--- src/rtl/wb_uart_tx.sv ---
// Wishbone B3 slave UART transmitter: byte FIFO feeding an 8N1 serialiser,
// with status/divisor registers and a drained-FIFO interrupt level.
module wb_uart_tx #(
  parameter int unsigned CLK_DIV    = 434,
  parameter int unsigned FIFO_DEPTH = 16
) (
  input  logic        wb_clk_i,
  input  logic        wb_rst_i,
  input  logic [31:0] wb_adr_i,
  input  logic [31:0] wb_dat_i,
  input  logic [3:0]  wb_sel_i,
  input  logic        wb_cyc_i,
  input  logic        wb_stb_i,
  input  logic        wb_we_i,
  output logic [31:0] wb_dat_o,
  output logic        wb_ack_o,
  output logic        tx_o,
  output logic        irq_o
);

  localparam int AW = $clog2(FIFO_DEPTH);
  localparam int CW = AW + 1;

  typedef enum logic [1:0] {S_IDLE, S_START, S_DATA, S_STOP} state_t;

  state_t          state, state_next;
  logic [7:0]      mem [FIFO_DEPTH];
  logic [AW-1:0]   wr_ptr, rd_ptr;
  logic [CW-1:0]   count;
  logic            overflow;
  logic [15:0]     divisor, eff_div, div_lat, baud_cnt;
  logic [2:0]      bit_cnt;
  logic [7:0]      shift;
  logic [31:0]     rdata;
  logic [7:0]      count_field;
  logic [1:0]      reg_idx;
  logic            access, wr_access, push_req, push_ok, pop;
  logic            full, empty, baud_done;
  logic            unused_bits;

  assign unused_bits = &{1'b0, wb_adr_i[31:4], wb_adr_i[1:0],
                         wb_dat_i[31:16], wb_sel_i[3:2]};

  assign reg_idx     = wb_adr_i[3:2];
  assign access      = wb_cyc_i & wb_stb_i & ~wb_ack_o;
  assign wr_access   = access & wb_we_i;
  assign full        = (count == CW'(FIFO_DEPTH));
  assign empty       = (count == '0);
  assign pop         = (state == S_IDLE) && !empty;
  assign push_req    = wr_access && (reg_idx == 2'd0) && wb_sel_i[0];
  // A full FIFO still accepts a push when the transmitter pops on the same edge.
  assign push_ok     = push_req && (!full || pop);
  assign eff_div     = (divisor == 16'd0) ? 16'd1 : divisor;
  assign baud_done   = (baud_cnt == div_lat - 16'd1);
  assign count_field = 8'(count);

  // NOTE: combinational blocks assign a default first so no path infers a latch.
  always_comb begin
    rdata = '0;
    case (reg_idx)
      2'd1:    rdata = {16'b0, count_field, 4'b0, overflow, empty, full, state != S_IDLE};
      2'd2:    rdata = {16'b0, divisor};
      default: rdata = '0;
    endcase
  end

  // NOTE: sequential state uses non-blocking assignments so every register
  // samples pre-edge values, independent of statement order.
  always_ff @(posedge wb_clk_i) begin
    if (wb_rst_i) begin
      wb_ack_o <= 1'b0;
      wb_dat_o <= '0;
      wr_ptr   <= '0;
      rd_ptr   <= '0;
      count    <= '0;
      overflow <= 1'b0;
      divisor  <= 16'(CLK_DIV);
      irq_o    <= 1'b1;
    end else begin
      wb_ack_o <= access;
      wb_dat_o <= access ? rdata : '0;
      irq_o    <= empty && (state == S_IDLE);
      if (push_ok) wr_ptr <= wr_ptr + AW'(1);
      if (pop)     rd_ptr <= rd_ptr + AW'(1);
      case ({push_ok, pop})
        2'b10:   count <= count + CW'(1);
        2'b01:   count <= count - CW'(1);
        default: count <= count;
      endcase
      if (push_req && full && !pop)
        overflow <= 1'b1;
      else if (wr_access && reg_idx == 2'd1 && wb_sel_i[0] && wb_dat_i[3])
        overflow <= 1'b0;
      if (wr_access && reg_idx == 2'd2) begin
        if (wb_sel_i[0]) divisor[7:0]  <= wb_dat_i[7:0];
        if (wb_sel_i[1]) divisor[15:8] <= wb_dat_i[15:8];
      end
    end
  end

  // NOTE: the storage array has no reset; emptiness is defined by the pointers/count.
  always_ff @(posedge wb_clk_i) begin
    if (push_ok) mem[wr_ptr] <= wb_dat_i[7:0];
  end

  always_ff @(posedge wb_clk_i) begin
    if (wb_rst_i) state <= S_IDLE;
    else          state <= state_next;
  end

  always_comb begin
    state_next = state;
    case (state)
      S_IDLE:  if (!empty) state_next = S_START;
      S_START: if (baud_done) state_next = S_DATA;
      S_DATA:  if (baud_done && bit_cnt == 3'd7) state_next = S_STOP;
      S_STOP:  if (baud_done) state_next = S_IDLE;
      default: state_next = S_IDLE;
    endcase
  end

  always_comb begin
    tx_o = 1'b1;
    case (state)
      S_START: tx_o = 1'b0;
      S_DATA:  tx_o = shift[0];
      default: tx_o = 1'b1;
    endcase
  end

  // The divisor is latched at the pop so mid-frame DIVISOR writes wait for the next frame.
  always_ff @(posedge wb_clk_i) begin
    if (wb_rst_i) begin
      shift    <= '0;
      div_lat  <= 16'd1;
      baud_cnt <= '0;
      bit_cnt  <= '0;
    end else if (pop) begin
      shift    <= mem[rd_ptr];
      div_lat  <= eff_div;
      baud_cnt <= '0;
      bit_cnt  <= '0;
    end else if (state != S_IDLE) begin
      baud_cnt <= baud_done ? '0 : baud_cnt + 16'd1;
      if (state == S_DATA && baud_done) begin
        shift   <= {1'b0, shift[7:1]};
        bit_cnt <= bit_cnt + 3'd1;
      end
    end
  end

endmodule

--- config.mk ---
export PLATFORM = sky130hd
export DESIGN_NAME = wb_uart_tx
export DESIGN_NICKNAME = d
export VERILOG_FILES = /design/src/rtl/wb_uart_tx.sv
export SDC_FILE = /design/constraint.sdc
export NUM_CORES = 1
export LEC_CHECK = 0
export BUFFER_PORTS_ARGS = -buffer_cell sky130_fd_sc_hd__buf_2
export CORE_AREA = 2 2 158 160
export DETAILED_ROUTE_END_ITERATION = 6
export DIE_AREA = 0 0 160 162
export GPL_TIMING_DRIVEN = 0
export MAX_ROUTING_LAYER = met4
export SETUP_SLACK_MARGIN = 0.05
export SLEW_MARGIN = 5
export SYNTH_ARGS = -nofsm -noshare
export SYNTH_HDL_FRONTEND = slang
export SYNTH_SLANG_ARGS = --single-unit
--- constraint.sdc ---
create_clock -name wb_clk_i -period 6.3 [get_ports wb_clk_i]
set_input_delay 0.63 -clock wb_clk_i [delete_from_list [all_inputs] [get_ports wb_clk_i]]
set_output_delay 0.63 -clock wb_clk_i [all_outputs]
set_load 0.01 [all_outputs]
Word level (Yosys, flattened, before mapping). Memories as Yosys holds them, arrays and structs flattened. A register that Yosys moved wholly into a read port is not among the register bits. Index checks and enable logic that the tools add are counted.

Reduce and logical (&&, ||, !) cells: 33. Eq/ne operators: 14. Shifts and indexed selects: 0. Multiply operators: 0. Div/mod/pow operators: 0. Mux-type cells: 19. $add $sub $neg: 7. Magnitude comparators: 0. Bitwise operators: 5.

Operator list (count): two-way mux 16 bit (2); one-hot mux 16 bit (2 select lines) (1); two-way mux 8 bit (3); adder 16 x 1 -> 16 bit (second input constant) (1); equality test 16 bit (1); logical NOT 16 bit (1); subtractor 16 x 1 -> 16 bit (second input constant) (1); logical AND 1 bit (13); one-hot mux 5 bit (2 select lines) (1); nonzero test 2 bit (5); adder 4 x 1 -> 4 bit (second input constant) (2); equality test 2 bit (second input constant) (4); two-way mux 2 bit (4); two-way mux 4 bit (2); != test 2 bit (second input constant) (4); one-hot mux 2 bit (4 select lines) (1); AND reduction 2 bit (4); equality test 2 x 1 -> 1 bit (second input constant) (3); adder 5 x 1 -> 5 bit (second input constant) (1); equality test 5 bit (second input constant) (1); logical NOT 5 bit (1); subtractor 5 x 1 -> 5 bit (second input constant) (1); logical NOT 2 bit (2); two-way mux 1 bit (4); other kinds (9) (15).

Memories: 1. Logic and storage cells: 93. RAM bits: 128. Bits in read-only memories: 0. Output and inout port bits: 35. Input bits: 73. Bits in registers: 109. Bits in latches: 0.

Memory list: mem (words 16, width 8, rd ports 1, clocked after Yosys merged registers in 1, write ports 1, line 27) `logic [7:0] mem [FIFO_DEPTH];`.

Depth between registers and ports, before layout. Gate-level depths: netlist of the first run.

Word-level depth: 8. Depth in mapped cells: 16. Depth with buffers taken out: 15.

Least setup slack after synthesis of the first run. Ideal clock, no wire load.

Path type: register to register. Start point: register state[0]. End point: register count[4]. Buffers on the path: 1. Arrival: 2.993 ns. Cell stages (with the launch flop): 17. Data required time: 6.230 ns. Slack: 3.237 ns. Setup time: 0.070 ns. Cell sequence: dfxtp_1 > inv_1 > ha_1 > clkbuf_1 > inv_1 > and3_1 > nor2_1 > inv_1 > ha_1 > inv_1 > fa_1 > inv_1 > a21o_1 > a21oi_1 > xnor2_1 > or3_1 > a21oi_1.

Longest elaborated chain between the ends: 6.

Ends and longest elaborated chain: from (decl) (line 26) `state_t state, state_next;`; from (signal assigned) (line 108) `else state <= state_next;`; logical NOT 2 bit * (line 49) `assign pop = (state == S_IDLE) && !empty;`; logical AND 1 bit * (line 49); logical OR 1 bit (line 52) `assign push_ok = push_req && (!full || pop);`; logical AND 1 bit (line 52); equality test 2 x 1 -> 1 bit / equality test 2 bit (equally long branches) (line 85) `case ({push_ok, pop})`; one-hot mux 5 bit (2 select lines) / nonzero test 2 bit (equally long branches); to (signal assigned) (line 86) `2'b10: count <= count + CW'(1);`; to (signal assigned) (line 87) `2'b01: count <= count - CW'(1);`; to (signal assigned) (line 88) `default: count <= count;`; to (decl) (line 29) `logic [CW-1:0] count;`.

Mark *: on every way between the ends. The rest lies on a longest branch, timed or not. A chain may end at the register's enable or synchronous reset.

Worst setup path in the final report of the first run.
Start point: register count[0]. End point: register count[4].

Longest elaborated chain between the ends: 7.

Ends and longest elaborated chain: logical NOT 5 bit (line 48) `assign empty = (count == '0);`; logical NOT 1 bit; logical AND 1 bit (line 49); logical OR 1 bit (line 52); logical AND 1 bit (line 52); equality test 2 x 1 -> 1 bit / equality test 2 bit (equally long branches) (line 85); one-hot mux 5 bit (2 select lines) / nonzero test 2 bit (equally long branches).

Parallel ways exist; a longest one is shown, timed or not.

==> key figures, run 1 <==
Synthesis
  • Seq/Total Area, Yosys: around three fifths
  • EDFF count, synth: approximately 130
  • Post-synthesis async set-or-reset flop share: 0%
  • Commonest cells in the netlist: 128 x edfxtp_1, 97 x dfxtp_1, 75 x nor2_1
  • Flops & latches, synth: between 200 and 250
  • Most frequent cell after synthesis: edfxtp_1
  • Mapped Area: ~9500 um2
  • Netlist cell types: between 50 and 60
  • Synth top area share: 40.27%
  • Avg Cell Area, Syn: 13.31 um2
  • Synth Flop Type: edfxtp_1
  • Largest cells by area after synthesis: edfxtp_1 40%, dfxtp_1 20%, mux4_2 9.2%
  • Synthesis Warnings: 0
  • Yosys top cell by area: edfxtp_1
  • Synthesized instance count: a little over 700

Worst setup path
  • Worst EP required: 6.76 ns
  • Critical path endpoint category: flip-flop
  • CP Class: flip-flop to flip-flop
  • Startpoint types: flip-flop
  • Critical Path Fanout Max: 10
  • R2r startpoint: count[0]
  • Worst R2R Path Depth: 14
  • Worst EP arrival: roughly 4.4 ns
  • Flop-to-flop setup slack: between 2 and 2.5 ns
  • Reg-to-reg endpoint: count[4]

GRT
  • GRT Total Usage: between 10% and 20%
  • First-pass GRT wire length: about 33 mm
  • Initial antenna violation count: 0
  • GRT overflow: 0
  • Largest net degree at the start of global routing: 19
  • Vias in the first global route: 5760

Timing
  • Fin crit period: between 3 and 4 ns
  • Final worst path period share: between 60% and 70%
  • Final setup TNS: 0 ns
  • Worst Tran Pin Value: between 1 and 1.5 ns
  • Final hold violations: 0
  • Max-slew headroom: between 20% and 30%
  • Fmax achieved: 254.1 MHz
  • Max Slew Vio Count: 0
  • Unrepaired setup endpoints after global routing: false
  • Final setup fails: 0
  • Post-Route Skew: between 0.02 and 0.025 ns

Hold path
  • Hold Path Class: input pin to flip-flop
  • Endpoint, Worst Hold: divisor[8]
  • Hold Path Stages: 2
  • HP Start: wb_dat_i[8]

Power
  • Leakage power: 4.012 nW
  • Comb power frac: between 20% and 30%
  • Switching Fraction: 31.29%
  • VDD IR max: between 0.2 and 0.25 mV
  • Flop pwr share: 39.5%
  • Sw Pwr: between 1 and 1.5 mW
  • PD cells: roughly 390 nW/um2
  • Clk pwr share: about a third
  • Cell Int Power: between 2 and 3 mW

Place
  • Post-DP HPWL: between 10 and 15 mm
  • RePlAce Congestion: roughly 0.81
  • DP Area: ~10000 um2
  • Port Buf Inserts: 43

Clock tree
  • Sink Count: 225
  • PostCTS Resize Cnt: 0
  • H-tree depth: 1
  • Clock root buffer: clkbuf_16
  • Post-CTS Hold Fix Bufs: 0
  • CTS tree: done
  • CTS buffer count: 24
  • Maximum clock path buffer count: 3
  • Skew-Pair Late Insertion Delay: between 0.5 and 0.6 ns
  • Clk pin slew, worst setup/hold paths: about 0.06 ns
  • Setup bufs post-CTS: 0

Floorplan
  • Die W: approximately 160 um
  • Die H: 162 um
  • Area of the core: 24110 um2
  • Starting density of the core: about two fifths
  • Std-Cell Rows: 57
  • Die Area: 25920 um2
  • I/O pin count: 108

Cells and area
  • Core Util, Final: between 40% and 50%
  • Finished Cell Area: around 11000 um2
  • Diodes inserted: 0
  • Synth-to-Final Area Change: 15.77%
  • Layout Nets: a little under 900
  • Layout fillers: ~2200
  • Share of layout cells above drive strength 1: between 10% and 20%

Outcome
  • Status: complete, no violations

Detailed routing
  • ANT nets after route: 0
  • First drt pass iteration count: 5
  • Residual DRC count: 0
  • DRT Wirelength: between 20 and 25 mm
  • Drt via density: 5.067
  • Drt wl/cell: between 15 and 20 um
  • DRT iter0 DRCs: 442
  • Vias: about 5800

Flow run
  • Max_cap viols: 0
==> cells by family after synthesis <==
kind of cell	synth area share [%]
AO/OA/AOI/OAI	5.637
XOR/XNOR	4.313
adder cells (fa/ha/maj)	2.832
buffers and inverters	3.645
flip-flops	60.62
multiplexers	11.41
other	0.03929
AND/OR/NAND/NOR	11.51
==> cell type report <==
cell class	instances	area (um2)	area share, %
multi-input combinational	437	3487	31.56
timing repair buffer	43	215.2	1.948
clock inverter	11	151.4	1.370
inverter	20	75.07	0.6794
sequential	225	5786	52.36
clock buffer	31	656.9	5.945
buffer	50	272.8	2.469
tap	324	405.4	3.669
==> cells in the final DEF (no fill, tap or decap), types with 4 or more instances in the layout <==
cell type | netlist | final
nand3_1 | 12 | 12
nor3_1 | 9 | 5
nand3b_1 | 4 | 4
xnor2_1 | 22 | 22
nor2b_1 | 5 | 5
buf_2 | 2 | 45
inv_1 | 19 | 19
conb_1 | 1 | 16
clkinv_1 | 1 | 4
mux4_2 | 39 | 39
dfxtp_1 | 97 | 97
xor2_1 | 25 | 25
nor4_1 | 11 | 11
mux2i_1 | 21 | 21
nor3_2 | 1 | 5
clkbuf_16 | 0 | 24
ha_1 | 20 | 20
and3_1 | 15 | 15
buf_4 | 16 | 16
a22o_1 | 12 | 12
nand2_1 | 47 | 47
edfxtp_1 | 128 | 128
and2_1 | 8 | 8
nand2b_1 | 10 | 10
a22oi_1 | 10 | 10
buf_1 | 5 | 5
a21oi_1 | 24 | 24
clkbuf_1 | 24 | 28
nor2_1 | 75 | 75
nand4_1 | 7 | 7
==> routing by layer <==
metal	wire length (um)	part of all wire, %	GRT usage [%]	vias up
li1	-	-	-	2774
met5	0	0	-	-
met1	9262	45	21.57	2850
met2	10100	49	28.02	119
met4	459	2.2	3.931	0
met3	868	4.2	2.349	39
==> power groups by stage <==
stage	combinational (mW)	clock (mW)	sequential, mW
after floorplan	0.889	0	1.72
after CTS	1.20	1.46	1.71
after global placement	1.17	0	1.74
final	1.18	1.43	1.71
after detailed placement	1.19	0	1.74
after global routing	1.33	1.52	1.72
==> worst max-delay path by stage <==
stage / from / endpoint / slack [ns] / depth (start not counted)
floorplan: state[0] / count[4] / 3.24 / 16
global route: count[0] / count[4] / 1.99 / 14
finish: count[0] / count[4] / 2.36 / 14
global placement: count[0] / count[4] / 2.42 / 14
CTS: count[0] / count[4] / 2.39 / 14
detailed placement: count[0] / count[4] / 2.42 / 14
==> state kept, by name (all words and copies together), names as in the netlist, named ones only <==
signal and count:
mem 128, baud_cnt 16, div_lat 16, divisor 16
wb_dat_o 16, shift 8, count 5, rd_ptr 4
wr_ptr 4, bit_cnt 3, state 2, irq_o 1
overflow 1, wb_ack_o 1
==> through the flow <==
stage | worst slack (ns) | std cells | total power, mW | hold slack (ns)
2_1_floorplan | 3.237 | 732 | 2.609 | 0.4531
3_3_place_gp | 2.421 | 1099 | 2.913 | 0.4719
3_5_place_dp | 2.424 | 1099 | 2.935 | 0.4874
4_1_cts | 2.389 | 1141 | 4.375 | 0.3252
5_1_grt | 1.991 | 1141 | 4.565 | 0.3247
6_report | 2.365 | 1141 | 4.328 | 0.3351
==> worst max-delay path, stage by stage, from the launching register on <==
cell      delay, ns
dfxtp_1        0.36
nor4_1         0.50
nor2b_1        0.43
nand2b_1       0.29
clkinv_1       0.31
clkbuf_1       0.36
ha_1           0.34
inv_1          0.12
fa_1           0.21
inv_1          0.05
a21o_1         0.17
a21oi_1        0.18
xnor2_1        0.09
or3_1          0.30
a21oi_1        0.13
Power figures use the tool's default switching activity.
==> run 2: changes to the inputs <==
Clock period 6.3 ns to 3.3 ns, I/O delays scaled along.
==> key figures, run 2 (synthesized netlist as in run 1, its figures left out) <==
Hold path
  • Hold Path Stages: 2
  • Hold Path Class: input pin to flip-flop
  • HP Start: wb_dat_i[8]

Worst setup path
  • Worst EP arrival: between 3 and 4 ns
  • Crit path max-delay family: simple AND/OR/NAND/NOR gates
  • Startpoint types: flip-flop
  • CP Depth: 14
  • Crit-path cells: nor4_4, nor2b_4, nand2b_4, inv_4, clkbuf_4, ha_2, inv_1, fa_1, inv_1, a21o_1, a21oi_1, xnor2_1, or3_1, a21oi_1
  • CP Buf/Inv Count: 4
  • R2r startpoint: count[3]
  • CP max-delay cell: dfxtp_1
  • Flop-to-flop setup slack: 0.33 ns
  • Critical Path Fanout Max: 10
  • CP Class: flip-flop to flip-flop
  • Worst R2R Path Depth: 14
  • Critical path endpoint category: flip-flop
  • CP peak stage delay: between 0.3 and 0.4 ns
  • Critical path origin: count[3]
  • Worst EP required: ~3.8 ns

Cells and area
  • Commonest cells after routing, fill and taps aside: 128 x edfxtp_1, 96 x dfxtp_1, 74 x nor2_1
  • Layout Nets: roughly 900
  • Finished Cell Area: 11110 um2
  • Most common cell after layout, fill and taps aside: edfxtp_1
  • Largest Register: mem
  • Diodes inserted: 0
  • Core Util, Final: 46.10%
  • Number of flip-flops under the largest register name: 128
  • Share of layout cells above drive strength 1: between 15 and 20%
  • Synth-to-Final Area Change: 16.44%

Timing
  • Fin crit period: 2.967 ns
  • Max-slew headroom: approximately a quarter
  • Post-Route Skew: between 0.02 and 0.025 ns
  • Max Slew Vio Count: 0
  • Worst Tran Pin Value: between 1 and 1.5 ns
  • Unrepaired setup endpoints after global routing: false
  • Final hold violations: 0
  • Final worst path period share: ~90%
  • Fmax achieved: approximately 340 MHz
  • Final setup fails: 0

Clock tree
  • Maximum clock path buffer count: 3
  • Clock root buffer: clkbuf_16
  • Post-CTS Hold Fix Bufs: 0
  • H-tree depth: 1
  • CTS buffer count: 24
  • CTS tree: done
  • Skew-Pair Late Insertion Delay: around 0.53 ns
  • Sink Count: ~230
  • Clk pin slew, worst setup/hold paths: roughly 0.06 ns

Place
  • DP Area: ~10000 um2
  • Post-DP HPWL: between 10 and 15 mm
  • Port Buf Inserts: 43
  • RePlAce Congestion: roughly 0.81

GRT
  • First-pass GRT wire length: 32.68 mm
  • GRT Total Usage: ~17%
  • Initial antenna violation count: 0
  • Vias in the first global route: ~5800
  • Largest net degree at the start of global routing: 19
  • GRT overflow: 0

Flow run
  • Max_cap viols: 0

Detailed routing
  • DRT Wirelength: between 20 and 25 mm
  • Drt via density: ~5.1
  • Vias: 5767
  • Residual DRC count: 0
  • First drt pass iteration count: 5
  • Drt wl/cell: about 18 um
  • DRT iter0 DRCs: 449
  • ANT nets after route: 0

Floorplan
  • Area of the core: 24110 um2
  • I/O pin count: about 110
  • Die H: between 150 and 200 um
  • Die W: between 150 and 200 um
  • Std-Cell Rows: 57
  • Die Area: between 20000 and 30000 um2
  • Starting density of the core: roughly two fifths

Power
  • VDD IR max: approximately 0.47 mV
  • PD cells: 754.8 nW/um2
  • Leakage power: slightly above 4 nW

Outcome
  • Status: complete, no violations
[run 2: worst reg2reg max path, cell delays in order, from the launching register on]
cell      delay [ns]
dfxtp_1         0.37
nor4_4          0.34
nor2b_4         0.25
nand2b_4        0.19
inv_4           0.07
clkbuf_4        0.21
ha_2            0.23
inv_1           0.11
fa_1            0.21
inv_1           0.05
a21o_1          0.17
a21oi_1         0.18
xnor2_1         0.09
or3_1           0.30
a21oi_1         0.13
[run 2: repair_timing]
item | CTS | global route
gates cloned | 0 | 0
resized for setup | 13 | 6
pin swaps | 0 | 1
setup buffers | 0 | 1
setup endpoints to repair | 133 | 2
[run 2: worst paths after layout]
path                end
max            count[4]
min          divisor[8]
max reg2reg    count[4]
min reg2reg  divisor[6]
[run 2: routing by layer]
metal	track usage (%)	routed length, um	part of all wire [%]
met3	2.375	921	4.5
met2	27.98	9988	48
met1	21.59	9275	45
met4	4.095	495	2.4
met5	-	0	0
[run 2: through the flow]
stage | TNS [ns] | setup slack (ns) | hold WS [ns] | power [mW] | std cells
floorplan | 0 | 0.2371 | 0.4289 | 4.980 | 732
global placement | -20.06 | -0.5788 | 0.4719 | 5.562 | 1099
detailed placement | -18.73 | -0.5758 | 0.4874 | 5.603 | 1099
CTS | 0 | 0.07408 | 0.02521 | 8.422 | 1140
global route | 0 | 0.09148 | 0.02475 | 8.856 | 1141
finish | 0 | 0.3331 | 0.03561 | 8.388 | 1141
[run 2: power by group]
part           internal [mW]  switching [mW]
combinational           1.02            1.36
sequential              3.12           0.158
clock                   1.64            1.09
[run 2: area by class of cell]
type                            instances  area (um2)
Fill cell                            2209       12990
Sequential cell                       225        5787
Multi-Input combinational cell        437        3540
Clock buffer                           31       656.9
Tap cell                              324       405.4
Buffer                                 49       272.8
Timing Repair Buffer                   44       222.7
Clock inverter                         11       151.4
Inverter                               20       77.57
==> run 3: changes to the inputs <==
Settings changed: PLACE_DENSITY_LB_ADDON from default to 0.05.
==> key figures, run 3 (synthesized netlist as in run 1, its figures left out) <==
Cells and area
  • Number of flip-flops under the largest register name: 128
  • Synth-to-Final Area Change: 16.49%
  • Diodes inserted: 0
  • Largest Register: mem
  • Finished Cell Area: 11120 um2
  • Commonest cells after routing, fill and taps aside: 128 x edfxtp_1, 97 x dfxtp_1, 74 x nor2_1
  • Layout Nets: ~900
  • Most common cell after layout, fill and taps aside: edfxtp_1
  • Share of layout cells above drive strength 1: a little under a fifth
  • Core Util, Final: a little under half

Worst setup path
  • Crit-path cells: nor4_4, nor2b_4, nand2b_2, clkinv_4, ha_1, inv_1, fa_1, inv_1, a21o_1, a21oi_1, xnor2_1, or3_1, a21oi_1
  • Reg-to-reg endpoint: count[4]
  • CP Depth: 13
  • Critical path origin: count[0]
  • Worst EP arrival: between 3 and 4 ns
  • Flop-to-flop setup slack: between 0.3 and 0.4 ns
  • Worst R2R Path Depth: 13
  • CP Buf/Inv Count: 3
  • CP Class: flip-flop to flip-flop
  • R2r startpoint: count[0]
  • CP peak stage delay: between 0.3 and 0.4 ns
  • Worst Setup EP: count[4]
  • CP max-delay cell: dfxtp_1
  • Critical path endpoint category: flip-flop
  • Critical Path Fanout Max: 17
  • Worst EP required: 3.75 ns
  • Startpoint types: flip-flop
  • Crit path max-delay family: simple AND/OR/NAND/NOR gates

Power
  • PD cells: about 760 nW/um2
  • Leakage power: slightly above 4 nW
  • VDD IR max: 0.4480 mV

Detailed routing
  • DRT Wirelength: about 23 mm
  • Vias: just under 6000
  • DRT iter0 DRCs: 373
  • Drt wl/cell: roughly 20 um
  • Drt via density: a little over 5
  • First drt pass iteration count: 4
  • Residual DRC count: 0
  • ANT nets after route: 0

Clock tree
  • Clock root buffer: clkbuf_16
  • Maximum clock path buffer count: 3
  • Sink Count: roughly 230
  • Skew-Pair Late Insertion Delay: roughly 0.53 ns
  • Clk pin slew, worst setup/hold paths: 0.06 ns
  • H-tree depth: 1
  • CTS buffer count: 26
  • Post-CTS Hold Fix Bufs: 0
  • CTS tree: done

Place
  • DP Area: about 10000 um2
  • RePlAce Congestion: between 0.8 and 0.9
  • Post-DP HPWL: 15.68 mm
  • Port Buf Inserts: 43
  • Place WS: -0.5747 ns

Floorplan
  • Area of the core: about 24000 um2
  • Die W: about 160 um
  • Die H: ~160 um
  • Std-Cell Rows: 57
  • I/O pin count: 108
  • Starting density of the core: 39.59%
  • Die Area: ~26000 um2

Hold path
  • Hold Path Stages: 2
  • Hold Path Class: input pin to flip-flop

Timing
  • Final worst path period share: between 90% and 100%
  • Final hold violations: 0
  • Post-Route Skew: roughly 0.0090 ns
  • Post-route worst setup slack: roughly 0.33 ns
  • Final setup fails: 0
  • Max Slew Vio Count: 0
  • Fmax achieved: between 300 and 400 MHz
  • Final setup TNS: 0 ns
  • Worst Tran Pin Value: about 1.0 ns
  • Fin crit period: between 2 and 3 ns
  • Max-slew headroom: between 30% and 40%
  • Unrepaired setup endpoints after global routing: false

GRT
  • GRT met3 Usage: ~2.9%
  • First-pass GRT wire length: 35.22 mm
  • GR Util met2: between 30% and 40%
  • GRT Total Usage: 18.21%
  • Vias in the first global route: a little over 6000
  • Largest net degree at the start of global routing: 19
  • GR Util met1: 21.92%
  • Initial antenna violation count: 0
  • GRT overflow: 0
  • Global route hottest layer: met2

Flow run
  • Max_cap viols: 0

Outcome
  • Status: complete, no violations
run 3: cell count changes in the layout (fill, tap and decap cells not counted), sizes merged:
cell | previous run | this run
buf | 70 | 69
clkbuf | 54 | 58
inv | 20 | 19
run 3: worst min-delay path by stage:
stage	start	to	slack, ns
2_1_floorplan	wb_dat_i[0]	mem[0][0]	0.43
3_3_place_gp	overflow	overflow	0.47
3_5_place_dp	overflow	overflow	0.49
4_1_cts	wb_dat_i[8]	divisor[8]	0.01
5_1_grt	wb_dat_i[8]	divisor[8]	0.008
6_report	wb_dat_i[8]	divisor[8]	0.02
run 3: power breakdown:
part | switching (mW) | total (mW) | leakage, nW | internal (mW)
clock | 1.10 | 2.80 | 0.403 | 1.71
sequential | 0.163 | 3.28 | 1.94 | 3.12
combinational | 1.35 | 2.32 | 1.70 | 0.974
run 3: timing repair:
action | 4_1_cts | 5_1_grt
resized for setup | 11 | 4
setup endpoints to repair | 133 | 2
buffers inserted | 0 | 0
run 3: layout make-up:
type / count / area, um2
clock buffers: 36 / 698.2
flip-flops and latches: 225 / 5786
inverters: 20 / 80.08
multi-input cells: 437 / 3532
repair buffers: 43 / 215.2
clock inverters: 10 / 136.4
plain buffers: 48 / 265.3
fillers: 2229 / 12990
well taps: 324 / 405.4
run 3: metal layers:
layer  vias up  part of all wire [%]
li1       2776                     -
met1      2868                    43
met2       126                    51
met3        38                   3.9
met4         0                   2.3
met5         -                     0
run 3: stage by stage:
stage          total power, mW  instances  hold slack (ns)
6_report                 8.409       1143          0.02457
5_1_grt                  8.878       1143         0.008105
4_1_cts                  8.473       1143          0.01148
3_5_place_dp             5.615       1099           0.4926
3_3_place_gp             5.567       1099           0.4702
2_1_floorplan            4.980        732           0.4289
